--- config.mk ---
export PLATFORM = sky130hd
export DESIGN_NAME = runlength_encoder
export DESIGN_NICKNAME = d
export VERILOG_FILES = /design/src/rtl/runlength_encoder.sv
export SDC_FILE = /design/constraint.sdc
export NUM_CORES = 1
export LEC_CHECK = 0
export ABC_CLOCK_PERIOD_IN_PS = 2400
export BUFFER_PORTS_ARGS = -buffer_cell sky130_fd_sc_hd__clkbuf_2
export CAP_MARGIN = 5
export CELL_PAD_IN_SITES_DETAIL_PLACEMENT = 1
export CELL_PAD_IN_SITES_GLOBAL_PLACEMENT = 1
export CORE_AREA = 2 2 82 92
export DETAILED_ROUTE_END_ITERATION = 10
export DIE_AREA = 0 0 84 94
export PLACE_DENSITY = 0.68
export REMOVE_ABC_BUFFERS = 1
export SLEW_MARGIN = 10
export SYNTH_ARGS = -nofsm -noshare
export SYNTH_HDL_FRONTEND = slang
export SYNTH_SLANG_ARGS = --single-unit
--- constraint.sdc ---
create_clock -name i_sysclk -period 2.4 [get_ports i_sysclk]
set_input_delay 0.24 -clock i_sysclk [delete_from_list [all_inputs] [get_ports i_sysclk]]
set_output_delay 0.24 -clock i_sysclk [all_outputs]
set_load 0.02 [all_outputs]
--- src/rtl/runlength_encoder.sv ---
// Zig-zag coefficient run-length encoder: turns 64-coefficient blocks into
// (run, amplitude) symbols with ZRL (15,0) escapes and an end-of-block marker.
module runlength_encoder #(
  parameter int AMPLITUDE_PRECISION = 16
) (
  input  logic                           i_sysclk,
  input  logic                           i_arst,
  input  logic                           i_we,
  input  logic [AMPLITUDE_PRECISION-1:0] i_B,
  output logic                           o_ready,
  output logic                           o_we,
  output logic                           o_eob,
  output logic [4:0]                     o_runlength,
  output logic [AMPLITUDE_PRECISION-1:0] o_B,
  input  logic                           i_ready
);

  localparam logic [1:0] S_COLLECT = 2'd0;
  localparam logic [1:0] S_ZRL     = 2'd1;
  localparam logic [1:0] S_LAST    = 2'd2;

  logic [1:0]                            state;
  logic [5:0]                            idx;
  logic [5:0]                            z;
  logic [1:0]                            zrl_cnt;
  logic                                  last_pend;
  logic [3:0]                            held_run;
  logic signed [AMPLITUDE_PRECISION-1:0] held_b;
  logic                                  out_we;
  logic                                  out_eob;
  logic [3:0]                            out_run;
  logic signed [AMPLITUDE_PRECISION-1:0] out_b;

  logic slot_free;
  logic accept;
  logic coef_zero;

  assign slot_free   = !out_we || i_ready;
  assign o_ready     = (state == S_COLLECT) && slot_free;
  assign accept      = i_we && o_ready;
  assign coef_zero   = (i_B == '0);

  assign o_we        = out_we;
  assign o_eob       = out_eob;
  assign o_runlength = {1'b0, out_run};
  assign o_B         = out_b;

  always_ff @(posedge i_sysclk or posedge i_arst) begin
    if (i_arst) begin
      state     <= S_COLLECT;
      idx       <= '0;
      z         <= '0;
      zrl_cnt   <= '0;
      last_pend <= 1'b0;
      held_run  <= '0;
      held_b    <= '0;
      out_we    <= 1'b0;
      out_eob   <= 1'b0;
      out_run   <= '0;
      out_b     <= '0;
    end else begin
      // A consumed (or empty) slot goes invalid unless something loads it below.
      if (slot_free)
        out_we <= 1'b0;

      case (state)
        S_COLLECT: begin
          if (accept) begin
            idx <= idx + 6'd1;
            if (idx == 6'd0) begin
              held_run <= '0;
              held_b   <= i_B;
              z        <= '0;
            end else if (!coef_zero) begin
              out_we    <= 1'b1;
              out_eob   <= 1'b0;
              out_run   <= held_run;
              out_b     <= held_b;
              held_run  <= z[3:0];
              held_b    <= i_B;
              zrl_cnt   <= z[5:4];
              z         <= '0;
              last_pend <= (idx == 6'd63);
              if (z[5:4] != 2'd0)
                state <= S_ZRL;
              else if (idx == 6'd63)
                state <= S_LAST;
            end else if (idx == 6'd63) begin
              // Trailing zeros are implied by the end-of-block marker.
              out_we   <= 1'b1;
              out_eob  <= 1'b1;
              out_run  <= held_run;
              out_b    <= held_b;
              held_run <= '0;
              held_b   <= '0;
              z        <= '0;
            end else begin
              z <= z + 6'd1;
            end
          end
        end

        S_ZRL: begin
          if (slot_free) begin
            out_we  <= 1'b1;
            out_eob <= 1'b0;
            out_run <= 4'd15;
            out_b   <= '0;
            zrl_cnt <= zrl_cnt - 2'd1;
            if (zrl_cnt == 2'd1)
              state <= last_pend ? S_LAST : S_COLLECT;
          end
        end

        S_LAST: begin
          if (slot_free) begin
            out_we    <= 1'b1;
            out_eob   <= 1'b1;
            out_run   <= held_run;
            out_b     <= held_b;
            held_run  <= '0;
            held_b    <= '0;
            last_pend <= 1'b0;
            state     <= S_COLLECT;
          end
        end

        default: state <= S_COLLECT;
      endcase
    end
  end

endmodule

Word-level counts from Yosys, hierarchy flattened:

Index checks and enable logic that the tools add are counted.
Widths: inputs -> output; s select.

* register bits after elaboration: 59
* latch bits: 0
* bits in writable memories: 0
* ROM bits: 0
* input bits: 20
* output and inout port bits: 24
* logic and storage cells: 106
* memories: 0

* add/sub/neg operators: 3
* $mul: 0
* div/mod/pow operators: 0
* $lt $le $gt $ge: 0
* equal/unequal tests: 13
* shifts and indexed selects: 0
* multiplexer cells: 61
* bitwise gates (word level): 0
* reductions and logical operators: 18

Operators with widths (number)
* $mux 16: 10
* $pmux 16 s3: 1
* $mux 4: 11
* $pmux 16 s2: 1
* $mux 2: 13
* $mux 6: 3
* $logic_not 16->1: 1
* $mux 1: 15
* $add 6x1->6 const B: 2
* $ne 2x2->1 const B: 6
* $pmux 4 s3: 1
* $reduce_and 5->1: 2
* $pmux 4 s2: 1
* $reduce_and 7->1: 1
* $eq 6x6->1 const B: 1
* $logic_not 6->1: 1
* $pmux 2 s3: 1
* $reduce_and 6->1: 1
* $reduce_bool 2->1: 3
* $eq 2x1->1 const B: 2
* $ne 4x2->1 const B: 1
* $pmux 1 s2: 2
* $pmux 2 s2: 1
* $reduce_and 4->1: 1
* other kinds (12): 13

Logic depth before layout (Yosys ltp):

Gate-level depths: netlist (run 1).

* depth after elaboration: 8
* gate-level depth with buffers: 8
* gate-level depth less buffers: 7

Worst setup path before layout (run 1):

No wires, ideal clock.

* path kind: reg-to-reg
* start: register state[0]
* end: register z[2]
* library setup time: 127 ps
* arrival: 1721 ps
* data required time: 2273 ps
* slack: 552 ps
* cell stages (with the launch flop): 9
* path buffers: 2
* clock period less this slack: 1848 ps
* path through: dfrtp_1 > inv_1 > ha_1 > clkbuf_1 > and3_1 > buf_1 > o41ai_1 > nand2_1 > o21ai_0

* word-level cells in the longest chain between the ends: 4

Ends and longest elaborated chain
* start: declaration: RTL line 22 `logic [1:0] state;`
* start signal: assignment: RTL line 111 `state <= last_pend ? S_LAST : S_COLLECT;`
* $logic_not 2->1 (*): RTL line 39, 66
* $logic_and 1x1->1: RTL line 39 `assign o_ready = (state == S_COLLECT) && slot_free;`
* $logic_and 1x1->1: RTL line 40 `assign accept = i_we && o_ready;`
* $reduce_and 2->1 (no source line) (*)
* end signal: assignment: RTL line 98 `z <= z + 6'd1;`
* end: declaration: RTL line 24 `logic [5:0] z;`

Mark *: on every way between the ends. The rest lies on a longest branch, timed or not.
A chain may end at the register's enable or synchronous reset.

Final worst setup path (run 1):

* start: register state[0]
* end: register held_b[6]

* word-level cells in the longest chain between the ends: 5
* elaborated cells on any way between the ends: 10
* those cells by class: eq/ne: 4; mux: 1; reduce/logical: 5

Ends and longest elaborated chain
* $logic_not 2->1: RTL line 39, 66
* $logic_and 1x1->1: RTL line 39
* $logic_and 1x1->1: RTL line 40
* $ne 2x2->1 (no source line)
* $reduce_and 4->1 (no source line)
* end signal: assignment: RTL line 72 `held_b <= i_B;`
* end signal: assignment: RTL line 80 `held_b <= i_B;`
* end: declaration: RTL line 28 `logic signed [AMPLITUDE_PRECISION-1:0] held_b;`

Parallel ways exist; a longest one is shown, timed or not.

==> results.toml, run 1 <==
[outcome]
status = "completed"

[sta]
period_needed_ns = 2.074
finalSetupTns_ns = 0
slew_viol_final = 0
whs_ns = 0.1461
tightestPinTransition_ns = 0.5970
finalCritPeriodShare_pct = 86.42
clock_skew_ns = 0.009417
max_slew_margin_pct = 60.20
hold_viol = 0
max_freq_mhz = 482.2
rsz0062_at_grt = "no"
setup_viol = 0

[global_route]
grt_pass1_vias = 2096
grt.total_usage_pct = 17.31
use_met1_pct = 23.45
grt_pass1_wl_mm = 10.70
grt_overflow = 0
grtUsageMet3_pct = 4.569
busiest_layer = "met2"
antenna_found_initial = 0
grt_max_degree = 35
grtUsageMet2_pct = 27.27

[die]
io_pins = 44
die_height_microns = 94
rows = 32
fp.dieArea_sq_um = 7896
core_area_sq_um = 6927
die_w_microns = 84
initial_core_util_pct = 39.40

[finish]
final_cells = 367
antenna_cells = 0
layout-drive-gt1-share_pct = 28.01
final_util_pct = 46.46
syn2layout_area_growth_pct = 17.93
nNetsFinal = 306

[pwr]
intPower_mw = 2.260
p_leak_nw = 1.564
swShare_pct = 40.32
p_sw_mw = 1.527
vdd_drop_max_v = 0.0005032
power_frac_seq_pct = 39.4
power_mw = 3.788
power_frac_comb_pct = 39.1
p_clk_share_pct = 21.5
p_per_area_nw_per_um2 = 1177

[setup_path]
worstPathArrival_ns = 2.35
r2r_slack_ns = 0.33
critPathLaunchType = "flop"
path_class = "reg2reg"
crit_family = "compound AO/OA/AOI/OAI gates"
cp_max_fo = 16
cp_num_buf_inv = 2
required_ns = 2.67
cp_cell_sequence = "inv_1, ha_1, nand3_2, buf_4, nor2_1, o21a_1, a22o_1"
cp_slowest_stage_delay_ns = 0.54
crit_slowest_cell = "o21a_1"
end_kind = "flop"

[clock_tree]
clock_latency_ns = 0.34
cts_max_level = 3
cts_tree = "yes"
postCtsResizedCells = 0
cts_root_buffer = "clkbuf_8"
clock_sinks = 59
cts_buffers = 9
clockBufferDepth = 2
clk_transition_reported_paths_ns = 0.08

[detailed_routing]
vias = 2005
drt_iter0_drc = 50
remaining_drc_errors = 0
via_per_inst = 5.463
wl_per_cell_microns = 17.25
first_pass_iters = 4
antenna_left = 0
wirelength_mm = 6.332

[yosys]
synth_top_family_by_area = "compound AO/OA/AOI/OAI gates"
netlist_area_sq_um = 2729
ys_ff_latch = 59
synth_edf_count = 0
netlist_instances = 227
yosys_warnings = 0
yosys.area_share.simple_pct = 11.46
post-synth-top-area-fraction_pct = 54.10
synth_area_leader_cell = "dfrtp_1"
synthArstFlopShare_pct = 100.0
synthAdderAreaFrac_pct = 4.127
synthMuxAreaShare_pct = 3.439
synth_top_cells_by_area = "dfrtp_1, a22o_1, ha_1"
yosysMostFrequentCell = "dfrtp_1"
synth_common_cells = "dfrtp_1, a22o_1, inv_1, nand2_1"
synthXorXnorAreaFrac_pct = 1.605
seq_area_frac_synth_pct = 54.10
synthDistinctLibCells = 47
avgSynthCellArea_sq_um = 12.02
synth-compound-area-share_pct = 19.85
synth_ff_type = "dfrtp_1"

[worst_hold_path]
hold_class = "in2reg"

[placement]
routabilityCongestion = 0.7559
dp_cells = 350
port-buffer-count = 42
place_hpwl_mm = 4.576

[run]
cap_violations = 0
## routing by layer
layer	vias to the layer above	wire [microns]
li1	943	-
met1	1012	3060
met2	42	2933
met3	8	262
met4	0	76
met5	-	0
## worst register-to-register path, stage by stage (launching register included)
cell and delay (ns):
dfrtp_1 0.43, inv_1 0.12, ha_1 0.23, nand3_2 0.10
buf_4 0.18, nor2_1 0.16, o21a_1 0.54, a22o_1 0.26
## per-stage QoR
step | setup slack, ns | instance area (sq um)
finish | 0.3260 | 3218
global route | 0.1539 | 3218
CTS | 0.3218 | 3218
detailed placement | 0.3156 | 3030
global placement | 0.3455 | 3030
floorplan | 0.1545 | 2634
## power groups by stage
| stage | Clock (mW) | Combinational [mW] | Sequential, mW |
|---|---|---|---|
| 3_3_place_gp | 0 | 1.47 | 1.50 |
| 2_1_floorplan | 0 | 0.827 | 1.64 |
| 4_1_cts | 0.843 | 1.50 | 1.50 |
| 3_5_place_dp | 0 | 1.50 | 1.51 |
| 6_report | 0.814 | 1.48 | 1.49 |
| 5_1_grt | 0.876 | 1.63 | 1.53 |
## cell type report
type / count / area, sq um
Clock buffer: 9 / 123.9
Clock inverter: 7 / 53.80
Fill cell: 768 / 3709
Inverter: 13 / 48.80
Multi-Input combinational cell: 142 / 1109
Sequential cell: 59 / 1476
Tap cell: 85 / 106.4
Timing Repair Buffer: 52 / 300.3
## path summary, 6_finish.rpt
| path | startpoint | end | cells past startpoint |
|---|---|---|---|
| max in group asynchronous | i_arst | held_b[9] | 4 |
| worst min-delay path | i_B[11] | held_b[11] | 2 |
| worst min register to register | o_eob | o_eob | 1 |
| worst max-delay path | state[0] | held_b[6] | 7 |
| worst max register to register | state[0] | held_b[6] | 7 |
| min in group asynchronous | i_arst | held_run[3] | 3 |
## cell usage in the layout, fill, tap and decap left out, drive strengths merged
master and count:
dfrtp 59, clkbuf 51, a22o 37, inv 14, nand2 11, nor2 9, ha 9, buf 9
nand3 8, o21ai 7, nor4 7, mux2i 6, and3 5, a21oi 5, xnor2 5, nand4 4
nor3 4, clkinvlp 3, mux2 3, clkinv 3, and2 2, a21o 2, o221ai 2, nand2b 1
o21a 1, and4 1, a211oi 1, and3b 1, o211a 1, a32o 1, a32oi 1, o22ai 1
o21bai 1, o41ai 1, a2bb2oi 1, a221oi 1, o2111ai 1, a31oi 1, conb 1, dlygate4sd3 1
## logic make-up after synthesis
logic type                 count (synthesis)
and+or+nand+nor                           53
DFF                                       59
buffers and inverters                     26
muxes                                      9
AOI/OAI and AO/OA                         65
xor gates and xnor gates                   5
adders and majority gates                  9
other                                      1
## what timing repair did
item	CTS	global route
setup buffers	0	0
hold buffers	1	0
endpoints found under the hold margin	25	0
## sequential cells by signal (all words and copies together) (netlist names), 2 cells and up
register  flops
held_b       16
o_B          16
idx           6
z             6
held_run      4
out_run       4
state         2
zrl_cnt       2
Note: power is estimated with default switching activity, not from simulation.
==> run 2: changes to the inputs <==
- CORE_AREA: 2 2 82 92 -> 2 2 78 87
- DIE_AREA: 0 0 84 94 -> 0 0 80 89
- PLACE_DENSITY: 0.68 -> 0.75
==> run 2 against run 1 <==
Net effect: utilization increased by 5.7 points; wire length rose by 1.3%; worst hold slack improved by 0.021 ns; global-route usage increased by 2.6 points; final area decreased by 0.16%; clock power increased by 10%; die area shrank 9.8%; critical path depth did not move; largest cell class unchanged; largest power group unchanged; highest routed layer unchanged.
==> results.toml, run 2 (same netlist as run 1, synthesis figures left out) <==
[clock_tree]
holdBufCountCts = 1
clock_latency_ns = 0.33
cts_max_level = 3
cts_setup_buffers = 0
cts_tree = "yes"
clockBufferDepth = 2
cts_buffers = 9
postCtsResizedCells = 0
cts_root_buffer = "clkbuf_8"
clk_transition_reported_paths_ns = 0.06
clock_sinks = 59

[sta]
max_freq_mhz = 465.4
whs_ns = 0.1672
rsz0062_at_grt = "no"
finalCritPeriodShare_pct = 89.53
finalSetupTns_ns = 0
hold_viol = 0
max_slew_margin_pct = 57.18
clock_skew_ns = 0.004534
tightestPinTransition_ns = 0.6423
slew_viol_final = 0
setup_viol = 0
period_needed_ns = 2.149
setup_ws_ns = 0.2513

[die]
die_height_microns = 89
die_w_microns = 80
core_area_sq_um = 6156
initial_core_util_pct = 44.33
io_pins = 44
rows = 30
fp.dieArea_sq_um = 7120

[detailed_routing]
antenna_left = 0
drt_iter0_drc = 56
wl_per_cell_microns = 17.86
first_pass_iters = 4
wirelength_mm = 6.412
vias = 2015
remaining_drc_errors = 0
via_per_inst = 5.613

[pwr]
p_clk_share_pct = 23.1
swShare_pct = 38.16
intPower_mw = 2.403
p_leak_nw = 1.572
power_frac_seq_pct = 38.9
p_sw_mw = 1.483
p_per_area_nw_per_um2 = 1209
vdd_drop_max_v = 0.0005286
power_frac_comb_pct = 38.0

[placement]
pre_cts_slack_ns = 0.2879
routabilityCongestion = 0.7785
place_hpwl_mm = 4.549
port-buffer-count = 42

[finish]
final_common_cell = "dfrtp_1"
nNetsFinal = 304
layout-drive-gt1-share_pct = 26.52
nFillCells = 680
antenna_cells = 0
syn2layout_area_growth_pct = 17.74
layout_common_cells = "dfrtp_1, clkbuf_2, a22o_1"

[global_route]
grt_max_degree = 35
grt_pass1_vias = 2114
grt_overflow = 0
antenna_found_initial = 0
grt_pass1_wl_mm = 10.73
grt.total_usage_pct = 19.88

[setup_path]
critPathLaunchType = "flop"
cp_max_fo = 18
reg2reg_to = "o_B[10]"
worstPathArrival_ns = 2.37
reg2regPathDepth = 7
end_kind = "flop"
r2r_slack_ns = 0.25
r2r_start = "state[0]"
endpoint = "o_B[10]"
startpoint = "state[0]"
path_class = "reg2reg"
required_ns = 2.62

[run]
cap_violations = 0

[worst_hold_path]
hold_class = "in2reg"

[outcome]
status = "completed"
[run 2: cell count changes in the layout (fill, tap and decap cells not counted)]
cell,delta
clkinvlp_4,-3
inv_6,-1
clkinv_4,-2
buf_4,-2
bufinv_16,+1
clkbuf_8,+2
clkbuf_1,+2
[run 2: stage by stage]
step	utilization, %	power [mW]	cell area [sq um]	cells
floorplan	-	2.469	2634	214
global placement	48.88	2.942	3009	343
detailed placement	48.88	2.988	3009	343
CTS	52.20	3.931	3213	359
global route	52.20	4.126	3213	359
finish	52.20	3.886	3213	359
[run 2: routing by layer]
| metal | track usage, % | up-vias | part of all wire, % |
|---|---|---|---|
| met5 | 0 | - | 0 |
| met4 | 4.931 | 0 | 0.92 |
| met3 | 6.162 | 8 | 4.7 |
| met2 | 34.17 | 49 | 51 |
| met1 | 24.56 | 1017 | 44 |
| li1 | - | 941 | - |
[run 2: power by group through the flow]
stage / clock [mW] / combinational [mW] / sequential, mW
after global placement: 0 / 1.44 / 1.51
final: 0.898 / 1.48 / 1.51
after CTS: 0.930 / 1.49 / 1.51
after detailed placement: 0 / 1.47 / 1.52
after global routing: 0.963 / 1.62 / 1.54
after floorplan: 0 / 0.827 / 1.64
[run 2: area by class of cell]
class | instances | area (sq um) | share of cell area [%]
clock buffer | 13 | 158.9 | 4.945
multi-input combinational | 142 | 1109 | 34.50
inverter | 13 | 48.80 | 1.519
clock inverter | 2 | 35.03 | 1.090
timing repair buffer | 50 | 285.3 | 8.879
sequential | 59 | 1476 | 45.95
tap | 80 | 100.1 | 3.115
[run 2: worst min-delay path by stage]
stage                     startpoint    endpoint  slack (ns)  depth (start not counted)
final                         i_B[2]   held_b[2]        0.17                          2
after global routing          i_B[2]   held_b[2]        0.16                          2
after CTS                     i_B[2]   held_b[2]        0.15                          2
after detailed placement      i_arst  out_run[0]        0.32                          2
after global placement        i_arst  out_run[1]        0.32                          2
after floorplan               i_B[0]   held_b[0]        0.38                          1
[run 2: worst max-delay path, cell delays in order, from the launching register on]
cell      delay, ns
dfrtp_1        0.42
inv_1          0.12
ha_1           0.22
nand3_2        0.22
a211oi_2       0.41
o221ai_2       0.19
buf_4          0.24
a22o_1         0.21
==> run 3: changes to the inputs <==
- PLACE_DENSITY: 0.75 -> 0.87
==> run 3 against run 2 <==
Net effect: global-route usage increased by 2.3 points; flip-flop and latch count unchanged; utilization increased by 0.65 points; cell count unchanged; non-clock buffer count decreased by 1; clock-buffer cell count decreased by 2; power increased by 6.5%; wire length increased by 12%; first-iteration DRC count increased by 86%; sequential power about the same; critical path depth decreased by 1.
==> results.toml, run 3 (same netlist as run 1, synthesis figures left out) <==
[sta]
tightestPinTransition_ns = 0.6416
finalSetupTns_ns = 0
setup_viol = 0
period_needed_ns = 2.201
finalCritPeriodShare_pct = 91.72
slew_viol_final = 0
max_freq_mhz = 454.3
rsz0062_at_grt = "no"
max_slew_margin_pct = 57.22
hold_viol = 0
clock_skew_ns = 0.01075
setup_ws_ns = 0.1987

[global_route]
antenna_found_initial = 0
grt.total_usage_pct = 22.15
grt_pass1_wl_mm = 11.73
grt_overflow = 0
grt_max_degree = 34
grt_pass1_vias = 2257

[clock_tree]
clock_sinks = 59
clock_latency_ns = 0.34
clk_transition_reported_paths_ns = 0.07
cts_buffers = 9
postCtsResizedCells = 0
clockBufferDepth = 2
cts_max_level = 3
cts_root_buffer = "clkbuf_8"
cts_tree = "yes"

[outcome]
status = "completed"

[run]
cap_violations = 0

[detailed_routing]
wirelength_mm = 7.191
antenna_left = 0
remaining_drc_errors = 0
drt_iter0_drc = 104
first_pass_iters = 4
wl_per_cell_microns = 20.03
vias = 2106
via_per_inst = 5.866

[die]
initial_core_util_pct = 44.33
fp.dieArea_sq_um = 7120
die_height_microns = 89
die_w_microns = 80
rows = 30
io_pins = 44
core_area_sq_um = 6156

[finish]
syn2layout_area_growth_pct = 19.21
final_util_pct = 52.85
nNetsFinal = 303
layout-drive-gt1-share_pct = 26.88
antenna_cells = 0
final_cells = 359
nFillCells = 665
layout_common_cells = "dfrtp_1, clkbuf_2, a22o_1"
final_common_cell = "dfrtp_1"

[setup_path]
required_ns = 2.67
worstPathArrival_ns = 2.47
cp_max_fo = 16
path_class = "reg2reg"
critPathLaunchType = "flop"
end_kind = "flop"

[pwr]
vdd_drop_max_v = 0.0006004
power_frac_comb_pct = 36.4
p_per_area_nw_per_um2 = 1272
p_clk_share_pct = 26.8
power_frac_seq_pct = 36.8
swShare_pct = 37.45
p_leak_nw = 1.591
intPower_mw = 2.589
p_sw_mw = 1.550

[placement]
routabilityCongestion = 0.7862
port-buffer-count = 42
place_hpwl_mm = 4.810
pre_cts_slack_ns = 0.2185
dp_cells = 342

[worst_hold_path]
hold_class = "in2reg"
==> run 3: final cells by class <==
class | instances | area, sq um | share of cell area [%]
well taps | 80 | 100.1 | 3.077
flip-flops and latches | 59 | 1476 | 45.38
multi-input cells | 142 | 1109 | 34.08
repair buffers | 49 | 277.8 | 8.538
clock buffers | 11 | 141.4 | 4.346
clock inverters | 5 | 100.1 | 3.077
inverters | 13 | 48.80 | 1.500
==> run 3: critical path, cell delays in order, from the launching register on <==
cell     delay (ns)
dfrtp_1        0.42
inv_1          0.12
ha_1           0.27
nand3_2        0.24
nor2_1         0.24
o21a_1         0.58
a22o_1         0.26
==> run 3: worst paths after layout <==
path | cells after the start | endpoint | start | slack, ns
max | 6 | held_b[10] | state[0] | 0.20
min | 2 | held_b[6] | i_B[6] | 0.16
max reg2reg | 6 | held_b[10] | state[0] | 0.20
min reg2reg | 1 | held_run[0] | held_run[0] | 0.51
max in group asynchronous | 4 | held_b[11] | i_arst | 1.31
min in group asynchronous | 3 | out_run[2] | i_arst | 0.51
==> run 3: power groups by stage <==
stage	clock, mW	sequential (mW)	combinational (mW)
floorplan	0	1.64	0.827
global placement	0	1.50	1.42
detailed placement	0	1.53	1.49
CTS	1.13	1.52	1.51
global route	1.18	1.56	1.64
finish	1.11	1.52	1.51
==> run 3: routing by layer <==
| layer | part of all wire, % | GRT usage [%] | routed length [microns] |
|---|---|---|---|
| met1 | 42 | 26.36 | 3004 |
| met2 | 52 | 38.03 | 3712 |
| met3 | 4.5 | 5.253 | 320 |
| met4 | 2.1 | 10.48 | 153 |
| met5 | 0 | 0 | 0 |
==> run 3: repair_timing <==
item	CTS	global route
hold endpoints to repair	26	0
buffers inserted	0	0
hold buffers	1	0
==> run 3: metrics by stage <==
step                total power, mW  hold WS, ns  instance area, sq um
finish                        4.139       0.1644                  3253
global route                  4.375       0.1492                  3253
floorplan                     2.469       0.3799                  2634
global placement              2.916       0.3347                  3002
detailed placement            3.011       0.3341                  3002
CTS                           4.168       0.1517                  3253
